==> src/rtl/decode_queue_pkg.sv <==
// Shared types for the decode stage: instruction/immediate widths, control word, queue entry.
package decode_queue_pkg;

    localparam int unsigned INSTRUCTION_SIZE = 32;
    localparam int unsigned DATA_SIZE        = 32;
    localparam int unsigned REG_W            = 5;
    localparam int unsigned IMM_W            = 32;

    typedef logic [REG_W-1:0] Register;
    typedef logic [IMM_W-1:0] Immediate;

    typedef enum logic [3:0] {
        ALU_ADD, ALU_SUB, ALU_AND, ALU_OR, ALU_XOR,
        ALU_SLL, ALU_SRL, ALU_SRA, ALU_SLT, ALU_SLTU, ALU_PASS_B
    } alu_op_e;

    typedef struct packed {
        logic    regwr;
        logic    alusrc;
        logic    memrd;
        logic    memwr;
        logic    mem2reg;
        logic    branch;
        logic    jump;
        logic    branch_prediction;
        logic    ecall;
        logic    unsupported;
        alu_op_e aluop;
    } control_bits;

    localparam int unsigned CONTROL_BITS_SIZE = $bits(control_bits);

    typedef struct packed {
        logic [INSTRUCTION_SIZE-1:0] instruction;
        logic [DATA_SIZE-1:0]        pc;
        logic                        branch_taken;
    } fetch_entry_t;

    localparam logic [6:0] OPC_LOAD   = 7'h03;
    localparam logic [6:0] OPC_OP_IMM = 7'h13;
    localparam logic [6:0] OPC_AUIPC  = 7'h17;
    localparam logic [6:0] OPC_STORE  = 7'h23;
    localparam logic [6:0] OPC_OP     = 7'h33;
    localparam logic [6:0] OPC_LUI    = 7'h37;
    localparam logic [6:0] OPC_BRANCH = 7'h63;
    localparam logic [6:0] OPC_JALR   = 7'h67;
    localparam logic [6:0] OPC_JAL    = 7'h6F;
    localparam logic [6:0] OPC_SYSTEM = 7'h73;

    localparam logic [INSTRUCTION_SIZE-1:0] ECALL_INSTR = 32'h0000_0073;

    // funct3/funct7 to ALU operation; SUB only exists for register-register ops.
    function automatic alu_op_e alu_decode(input logic [2:0] f3, input logic f7b5,
                                           input logic is_reg);
        alu_op_e op;
        case (f3)
            3'b000:  op = (is_reg && f7b5) ? ALU_SUB : ALU_ADD;
            3'b001:  op = ALU_SLL;
            3'b010:  op = ALU_SLT;
            3'b011:  op = ALU_SLTU;
            3'b100:  op = ALU_XOR;
            3'b101:  op = f7b5 ? ALU_SRA : ALU_SRL;
            3'b110:  op = ALU_OR;
            default: op = ALU_AND;
        endcase
        return op;
    endfunction

endpackage

==> src/rtl/decode_queue_decoder.sv <==
// Single-instruction RV32I decoder: register specifiers, immediate and control word.
module decoder
    import decode_queue_pkg::*;
(
    input  logic [INSTRUCTION_SIZE-1:0] instruction_i,
    input  logic                        branch_taken_i,
    output Register                     rs1_o,
    output Register                     rs2_o,
    output Register                     rd_o,
    output Immediate                    imm_o,
    output control_bits                 ctrl_o
);

    logic [6:0]     opcode;
    logic [2:0]     f3;
    logic           f7b5;
    logic [31:0]    ins;

    assign ins    = instruction_i;
    assign opcode = ins[6:0];
    assign f3     = ins[14:12];
    assign f7b5   = ins[30];
    assign rd_o   = ins[11:7];
    assign rs1_o  = ins[19:15];
    assign rs2_o  = ins[24:20];

    always_comb begin
        imm_o                    = {{20{ins[31]}}, ins[31:20]};
        ctrl_o                   = '0;
        ctrl_o.aluop             = ALU_ADD;
        ctrl_o.branch_prediction = branch_taken_i;
        case (opcode)
            OPC_OP_IMM: begin
                ctrl_o.regwr  = 1'b1;
                ctrl_o.alusrc = 1'b1;
                ctrl_o.aluop  = alu_decode(f3, f7b5, 1'b0);
            end
            OPC_OP: begin
                ctrl_o.regwr = 1'b1;
                ctrl_o.aluop = alu_decode(f3, f7b5, 1'b1);
            end
            OPC_LOAD: begin
                ctrl_o.regwr   = 1'b1;
                ctrl_o.alusrc  = 1'b1;
                ctrl_o.memrd   = 1'b1;
                ctrl_o.mem2reg = 1'b1;
            end
            OPC_STORE: begin
                ctrl_o.alusrc = 1'b1;
                ctrl_o.memwr  = 1'b1;
                imm_o         = {{20{ins[31]}}, ins[31:25], ins[11:7]};
            end
            OPC_BRANCH: begin
                ctrl_o.branch = 1'b1;
                ctrl_o.aluop  = ALU_SUB;
                imm_o         = {{19{ins[31]}}, ins[31], ins[7], ins[30:25], ins[11:8], 1'b0};
            end
            OPC_JAL: begin
                ctrl_o.regwr = 1'b1;
                ctrl_o.jump  = 1'b1;
                imm_o        = {{11{ins[31]}}, ins[31], ins[19:12], ins[20], ins[30:21], 1'b0};
            end
            OPC_JALR: begin
                ctrl_o.regwr  = 1'b1;
                ctrl_o.jump   = 1'b1;
                ctrl_o.alusrc = 1'b1;
            end
            OPC_LUI: begin
                ctrl_o.regwr  = 1'b1;
                ctrl_o.alusrc = 1'b1;
                ctrl_o.aluop  = ALU_PASS_B;
                imm_o         = {ins[31:12], 12'b0};
            end
            OPC_AUIPC: begin
                ctrl_o.regwr  = 1'b1;
                ctrl_o.alusrc = 1'b1;
                imm_o         = {ins[31:12], 12'b0};
            end
            OPC_SYSTEM: begin
                if (instruction_i == ECALL_INSTR) ctrl_o.ecall       = 1'b1;
                else                              ctrl_o.unsupported = 1'b1;
            end
            default: ctrl_o.unsupported = 1'b1;
        endcase
    end

endmodule

==> src/rtl/decode_queue.sv <==
// Multi-wide decode queue: compacting enqueue of a fetch bundle, in-order decode of the head
// entries with ECALL serialisation, flush/reset clearing all pointers.
module decode_queue
    import decode_queue_pkg::*;
#(
    parameter int unsigned FETCH_WIDTH = 2,
    parameter int unsigned ISSUE_WIDTH = 2,
    parameter int unsigned DEPTH       = 8
) (
    input  logic                                          clk,
    input  logic                                          reset,
    input  logic                                          flush,
    input  logic [FETCH_WIDTH-1:0]                        in_valid,
    input  logic [FETCH_WIDTH-1:0][INSTRUCTION_SIZE-1:0]  in_instruction,
    input  logic [FETCH_WIDTH-1:0][DATA_SIZE-1:0]         in_pc,
    input  logic [FETCH_WIDTH-1:0]                        in_branch_taken,
    output logic                                          in_ready,
    output logic [ISSUE_WIDTH-1:0]                        out_valid,
    output logic [ISSUE_WIDTH-1:0][DATA_SIZE-1:0]         out_pc,
    output logic [ISSUE_WIDTH-1:0][REG_W-1:0]             out_rs1,
    output logic [ISSUE_WIDTH-1:0][REG_W-1:0]             out_rs2,
    output logic [ISSUE_WIDTH-1:0][REG_W-1:0]             out_rd,
    output logic [ISSUE_WIDTH-1:0][IMM_W-1:0]             out_imm,
    output logic [ISSUE_WIDTH-1:0][CONTROL_BITS_SIZE-1:0] out_ctrl_bits,
    input  logic                                          out_ready,
    output logic [$clog2(DEPTH):0]                        count
);

    localparam int unsigned PTR_W = $clog2(DEPTH);
    localparam int unsigned CNT_W = PTR_W + 1;

    fetch_entry_t                      mem_q [DEPTH];
    logic [PTR_W-1:0]                  head_q, head_d, tail_q, tail_d;
    logic [CNT_W-1:0]                  count_q, count_d;
    logic [CNT_W-1:0]                  pushed, valid_cnt;
    logic [FETCH_WIDTH-1:0][PTR_W-1:0] wr_idx;
    logic                              push;
    logic                              blocked;
    fetch_entry_t                      rd_entry [ISSUE_WIDTH];
    control_bits                       dec_ctrl [ISSUE_WIDTH];

    assign in_ready = (CNT_W'(DEPTH) - count_q) >= CNT_W'(FETCH_WIDTH);
    assign push     = in_ready && (|in_valid);
    assign count    = count_q;

    // Compaction: each valid lane lands after all lower valid lanes.
    always_comb begin
        pushed = '0;
        wr_idx = '0;
        for (int i = 0; i < int'(FETCH_WIDTH); i++) begin
            wr_idx[i] = tail_q + PTR_W'(pushed);
            pushed    = pushed + CNT_W'(in_valid[i]);
        end
    end

    always_ff @(posedge clk) begin
        if (push && !flush && !reset) begin
            for (int i = 0; i < int'(FETCH_WIDTH); i++) begin
                if (in_valid[i]) begin
                    mem_q[wr_idx[i]] <= '{instruction:  in_instruction[i],
                                          pc:           in_pc[i],
                                          branch_taken: in_branch_taken[i]};
                end
            end
        end
    end

    always_comb begin
        for (int i = 0; i < int'(ISSUE_WIDTH); i++) begin
            rd_entry[i] = mem_q[head_q + PTR_W'(i)];
        end
    end

    for (genvar g = 0; g < int'(ISSUE_WIDTH); g++) begin : g_dec
        decoder u_decoder (
            .instruction_i  (rd_entry[g].instruction),
            .branch_taken_i (rd_entry[g].branch_taken),
            .rs1_o          (out_rs1[g]),
            .rs2_o          (out_rs2[g]),
            .rd_o           (out_rd[g]),
            .imm_o          (out_imm[g]),
            .ctrl_o         (dec_ctrl[g])
        );
        assign out_pc[g]        = rd_entry[g].pc;
        assign out_ctrl_bits[g] = dec_ctrl[g];
    end

    // Lanes after an ECALL are held back so the ECALL retires alone at the group end.
    always_comb begin
        blocked   = 1'b0;
        valid_cnt = '0;
        out_valid = '0;
        for (int i = 0; i < int'(ISSUE_WIDTH); i++) begin
            out_valid[i] = (count_q > CNT_W'(i)) && !blocked;
            if (out_valid[i] && dec_ctrl[i].ecall) blocked = 1'b1;
            valid_cnt = valid_cnt + CNT_W'(out_valid[i]);
        end
    end

    always_comb begin
        head_d  = head_q;
        tail_d  = tail_q;
        count_d = count_q;
        if (flush) begin
            head_d  = '0;
            tail_d  = '0;
            count_d = '0;
        end else begin
            if (push) begin
                tail_d  = tail_q + PTR_W'(pushed);
                count_d = count_d + pushed;
            end
            if (out_ready) begin
                head_d  = head_q + PTR_W'(valid_cnt);
                count_d = count_d - valid_cnt;
            end
        end
    end

    always_ff @(posedge clk) begin
        if (reset) begin
            head_q  <= '0;
            tail_q  <= '0;
            count_q <= '0;
        end else begin
            head_q  <= head_d;
            tail_q  <= tail_d;
            count_q <= count_d;
        end
    end

endmodule

==> config.mk <==
export PLATFORM = sky130hd
export DESIGN_NAME = decode_queue
export DESIGN_NICKNAME = d
export VERILOG_FILES = /design/src/rtl/decode_queue_pkg.sv /design/src/rtl/decode_queue_decoder.sv /design/src/rtl/decode_queue.sv
export SDC_FILE = /design/constraint.sdc
export NUM_CORES = 1
export LEC_CHECK = 0
export CAP_MARGIN = 15
export CORE_MARGIN = 3
export CORE_UTILIZATION = 40
export CTS_CLUSTER_DIAMETER = 40
export DETAILED_ROUTE_END_ITERATION = 10
export PLACE_DENSITY = 0.64
export SKIP_LAST_GASP = 1
export SYNTH_ARGS = -nofsm -noshare
export SYNTH_HDL_FRONTEND = slang
export SYNTH_SLANG_ARGS = --single-unit
==> constraint.sdc <==
create_clock -name clk -period 19.1 [get_ports clk]
set_clock_uncertainty 0.05 [all_clocks]
set_input_delay 2.865 -clock clk [delete_from_list [all_inputs] [get_ports clk]]
set_output_delay 2.865 -clock clk [all_outputs]
set_load 0.01 [all_outputs]
-- Word-level counts from Yosys, hierarchy flattened
Memories as Yosys holds them, arrays and structs flattened. A register that Yosys moved wholly into a read port is not among the register bits.
Cells that the tools add are included.
- output and inout port bits: 193
- word-level logic and storage cells: 116
- memory bits (writable): 520
- input port bits: 136
- memories kept: 1
- bits in registers: 10
- add/sub/neg operators: 9
- eq/ne operators: 34
- reductions and logical operators: 22
- order comparisons: 3
- multiplexer cells: 44
- memory list (name ; depth ; bits a word ; rd ports ; clocked after Yosys merged registers in ; wr ports ; RTL line ; source):
    mem_q ; 8 ; 65 ; 2 ; 1 ; 2 ; decode_queue.sv:32 ; fetch_entry_t mem_q [DEPTH];
- operators by type and width (kind ; number):
    one-hot mux 31 bit (4 select lines) ; 2
    one-hot mux 4 bit (7 select lines) ; 4
    == test 32 x 7 -> 1 bit (second input constant) ; 2
    == test 7 bit (second input constant) ; 8
    == test 7 x 6 -> 1 bit (second input constant) ; 6
    one-hot mux 4 bit (4 select lines) ; 2
    2-to-1 mux 1 bit ; 29
    == test 7 x 5 -> 1 bit (second input constant) ; 4
    == test 3 bit (second input constant) ; 6
    OR reduction 9 bit ; 2
    == test 7 x 2 -> 1 bit (second input constant) ; 2
    OR reduction 7 bit ; 2
    == test 3 x 2 -> 1 bit (second input constant) ; 4
    2-to-1 mux 4 bit ; 3
    OR reduction 2 bit ; 6
    OR reduction 6 bit ; 2
    greater-than comparator 4 x 1 -> 1 bit (second input constant) ; 2
    adder 3 x 2 -> 3 bit ; 2
    == test 3 x 1 -> 1 bit (second input constant) ; 2
    logical NOT 3 bit ; 2
    2-to-1 mux 3 bit ; 2
    logical AND 1 bit ; 5
    adder 1 x 1 -> 2 bit ; 2
    adder 4 x 2 -> 4 bit ; 1
    7 further kinds ; 10

-- Depth between registers and ports, before layout
- depth in word-level cells: 11
- gate-level depth with buffers: 19
- mapped depth without buffers: 14

-- Modules after synthesis
From an unflattened synthesis, not the netlist that was laid out.
- cells, all modules: 1992
- area total of the unflattened synthesis: 33036.7 um^2
- modules (own cells, without submodules) (module ; times used ; area an instance (um^2) ; sequential area each (um^2) ; cells an instance):
    decode_queue ; 1 ; 31340.1 ; 15875.2 ; 1754
    decoder ; 2 ; 848.3 ; 0.0 ; 119

-- Worst setup path before layout
OpenSTA, ideal clock, no wires.
- path kind: input to register
- from: input port in_valid[0]
- to: memory mem_q[6][0] in the netlist's numbering (enable)
- library setup time: 578 ps
- path buffers: 1
- required time: 18472 ps
- data arrival time: 8529 ps
- stages on the path: 7
- path slack: 9943 ps
- path through: inv_1 > ha_1 > inv_1 > o31ai_1 > clkbuf_1 > or4_1 > o21ai_0
- RTL lines (item ; RTL line ; source):
    from (decl) ; decode_queue.sv:13 ; input logic [FETCH_WIDTH-1:0] in_valid,
    to (decl) ; decode_queue.sv:32 ;

==> run_results.csv <==
group,metric,value,unit
worst_setup_path,endpoint_kind,"output port",
sta,drv_slew,0,
grt,grt_pass1_vias,22100,
job,max_cap_viol_count,0,
detailed_routing,routed_wl,105000,µm
final_layout,area_delta_synth_final,23.8,%
clock_network,cts_root_buf,"clkbuf_16",
grt,grt_util_met2,42.5,%
placement,place.gp.congestion,0.972,
synth,synth_edf_count,520,
detailed_routing,drt-wirelength-per-cell,29.8,µm
final_layout,layout.cells.non_filler,3506,
placement,port_buffers,328,
clock_network,cts_max_level,3,
grt,grt-busiest-layer,"met2",
detailed_routing,ant_nets,0,
worst_setup_path,crit_arrival,5.70,ns
synth,netlist_area,0.0320,mm²
synth,netlist.top_cell.by_area,"edfxtp_1",
sta,tns,0,ns
hold_path,min_delay_path_depth,2,
grt,track_usage,24.9,%
synth,ys_seq_area_share,49.6,%
final_layout,n_fill_cell,6702,
detailed_routing,drt-initial-drc-count,2115,
placement,dp_hpwl,62700,µm
grt,grt_start_max_net_pins,63,
synth,postSynthAreaPerCell,15.6,µm²
clock_network,clock-sinks,533,
worst_setup_path,critPathKind,"flip-flop to output port",
sta,timing.final.hold_violations,0,
floorplan,rows,103,
final_layout,drive_above_1_share,43.3,%
clock_network,clock_latency,0.63,ns
floorplan,design.core.area,0.0791,mm²
floorplan,die_h,289,µm
clock_network,numCtsBuffers,94,
floorplan,die_area,0.0834,mm²
hold_path,hp-class,"flip-flop to flip-flop",
grt,grtUsageMet1,31.8,%
sta,tightest_slew,1.11,ns
floorplan,start_util,40.4,%
final_layout,layout.nets,2525,
detailed_routing,route.detailed.drc,0,
grt,antenna_found_initial,20,
final_layout,ff_latch_area,0.0159,mm²
sta,slew_headroom,25.4,%
worst_setup_path,cp-start-kind,"flip-flop",
sta,rsz0062_at_grt,"false",
sta,timing.final.crit_share,45.1,%
synth,async_flop_share,0,%
sta,fmax,116,MHz
synth,synth_most_common_cell,"mux2_2",
clock_network,cts_setup_buffers,0,
clock_network,hold_buffers,0,
clock_network,cts_tree,"yes",
grt,grtUsageMet3,5.40,%
floorplan,dieWidth,289,µm
sta,layout_min_cycle_time,8.61,ns
pwr,cellPowerDensity,127,mW/mm²
synth,synthCells,2053,
clock_network,clk_path_buf_depth,3,
sta,setup_viol,0,
synth,synth_commonest_cells,"580 x mux2_2, 520 x edfxtp_1, 244 x mux4_2",
final_layout,multiInputGateArea,0.0153,mm²
worst_setup_path,crit_fanout,38,
grt,grt_pass1_wl,152000,µm
synth,syn-num-nets,2208,
synth,synthFlopType,"edfxtp_1",
detailed_routing,dr_total_vias,21200,
placement,place_inst,3324,
grt,grt_overflow,0,
detailed_routing,dr.pass1.iters,6,
floorplan,io_pins,329,
pwr,irDropWorstVdd,0.0000914,V
synth,yosys_warnings,0,
synth,synth_area_leaders,"edfxtp_1 49%, mux2_2 20%, mux4_2 17%, nand2_1 1.7%, mux2i_1 1.7%",
synth,synth.ff_latch_count,533,
pwr,p_leak,12.9,nW
detailed_routing,routed_via_density,6.05,
clock_network,cts.clk_slew.worst_paths,0.05,ns
synth,yosysTopAreaCellShare,48.8,%
worst_setup_path,cp_data_required_time,16.19,ns
worst_setup_path,r2r_cells,14,
synth,synthDistinctLibCells,67,
clock_network,postCtsResizedCells,0,
run_status,status,"completed",
==> layout make-up <==
class	count	share of cell area, %
antenna	11	0.0695
clock buffer	104	6.09
clock inverter	67	2.13
inverter	48	0.455
multi-input combinational	1316	38.6
sequential	533	40.1
tap	1050	3.32
timing repair buffer	377	9.22
==> cells by family after synthesis <==
| logic type | after synthesis | share of synthesized area [%] |
|---|---|---|
| DFF | 533 | 49.6 |
| AOI/OAI and AO/OA | 116 | 2.23 |
| muxes | 884 | 39.7 |
| xor gates and xnor gates | 8 | 0.242 |
| and+or+nand+nor | 289 | 4.27 |
| adders and majority gates | 19 | 0.837 |
| buffers and inverters | 204 | 3.09 |
==> power breakdown <==
group / total [mW] / switching [mW] / leakage (nW) / internal [mW]
Sequential: 1.40 / 0.0538 / 4.80 / 1.34
Clock: 1.73 / 0.595 / 1.58 / 1.14
Combinational: 1.88 / 0.959 / 6.54 / 0.922
==> worst max-delay path, cell delays in order (launching register included) <==
cell	delay, ns
dfxtp_4	0.64
buf_4	0.68
buf_4	0.64
nand3_1	0.17
o21a_1	0.16
mux4_2	0.60
nor4_4	0.81
nor2_1	0.38
a21oi_1	0.32
clkdlybuf4s50_1	0.59
==> metal layers <==
metal | wire length (µm) | share of wire (%)
met5 | 122 | 0.12
met2 | 51900 | 50
met3 | 8370 | 8.0
met1 | 41200 | 39
met4 | 2990 | 2.9
==> sequential cells by signal, indices dropped and copies added (netlist names), named ones only <==
register,flops
count,4
mem_q,520
tail_q,3
head_q,3
==> placed cells by master, fill, tap and decap left out, types with 11 or more instances in the layout <==
master / count
edfxtp_1: 520
nand2_1: 148
nor2_1: 38
nand4_1: 16
buf_4: 49
mux2_2: 580
o21ai_0: 39
a21oi_1: 27
clkbuf_16: 95
clkinv_1: 11
bufinv_16: 17
nor3_1: 13
mux4_2: 244
inv_1: 45
clkdlybuf4s50_1: 328
nand3_1: 15
diode_2: 11
clkinv_2: 22
mux2i_1: 55
ha_1: 14
==> metrics by stage <==
| stage | power, mW | cell area (µm²) | utilization (%) | setup WS (ns) | hold WS, ns |
|---|---|---|---|---|---|
| global placement | 3.28 | 36300 | 45.9 | 11.25 | 0.442 |
| detailed placement | 3.30 | 36300 | 45.9 | 11.13 | 0.473 |
| global route | 5.21 | 39600 | 50.0 | 10.03 | 0.521 |
| CTS | 5.04 | 39600 | 50.0 | 10.44 | 0.480 |
| finish | 5.01 | 39600 | 50.0 | 10.49 | 0.481 |
| floorplan | 2.49 | 32000 | - | 9.94 | 0.427 |
==> path summary, 6_finish.rpt <==
kind	end	slack (ns)	start
worst max-delay path	out_imm[57]	10.49	head_q[0]$_SDFFE_PP0P_
worst min-delay path	tail_q[0]$_SDFFE_PP0N_	0.48	tail_q[0]$_SDFFE_PP0N_
worst max register to register	count[2]$_SDFF_PP0_	13.42	flip-flop
worst min register to register	tail_q[0]$_SDFFE_PP0N_	0.48	tail_q[0]$_SDFFE_PP0N_
(Power assumes the default switching activity.)
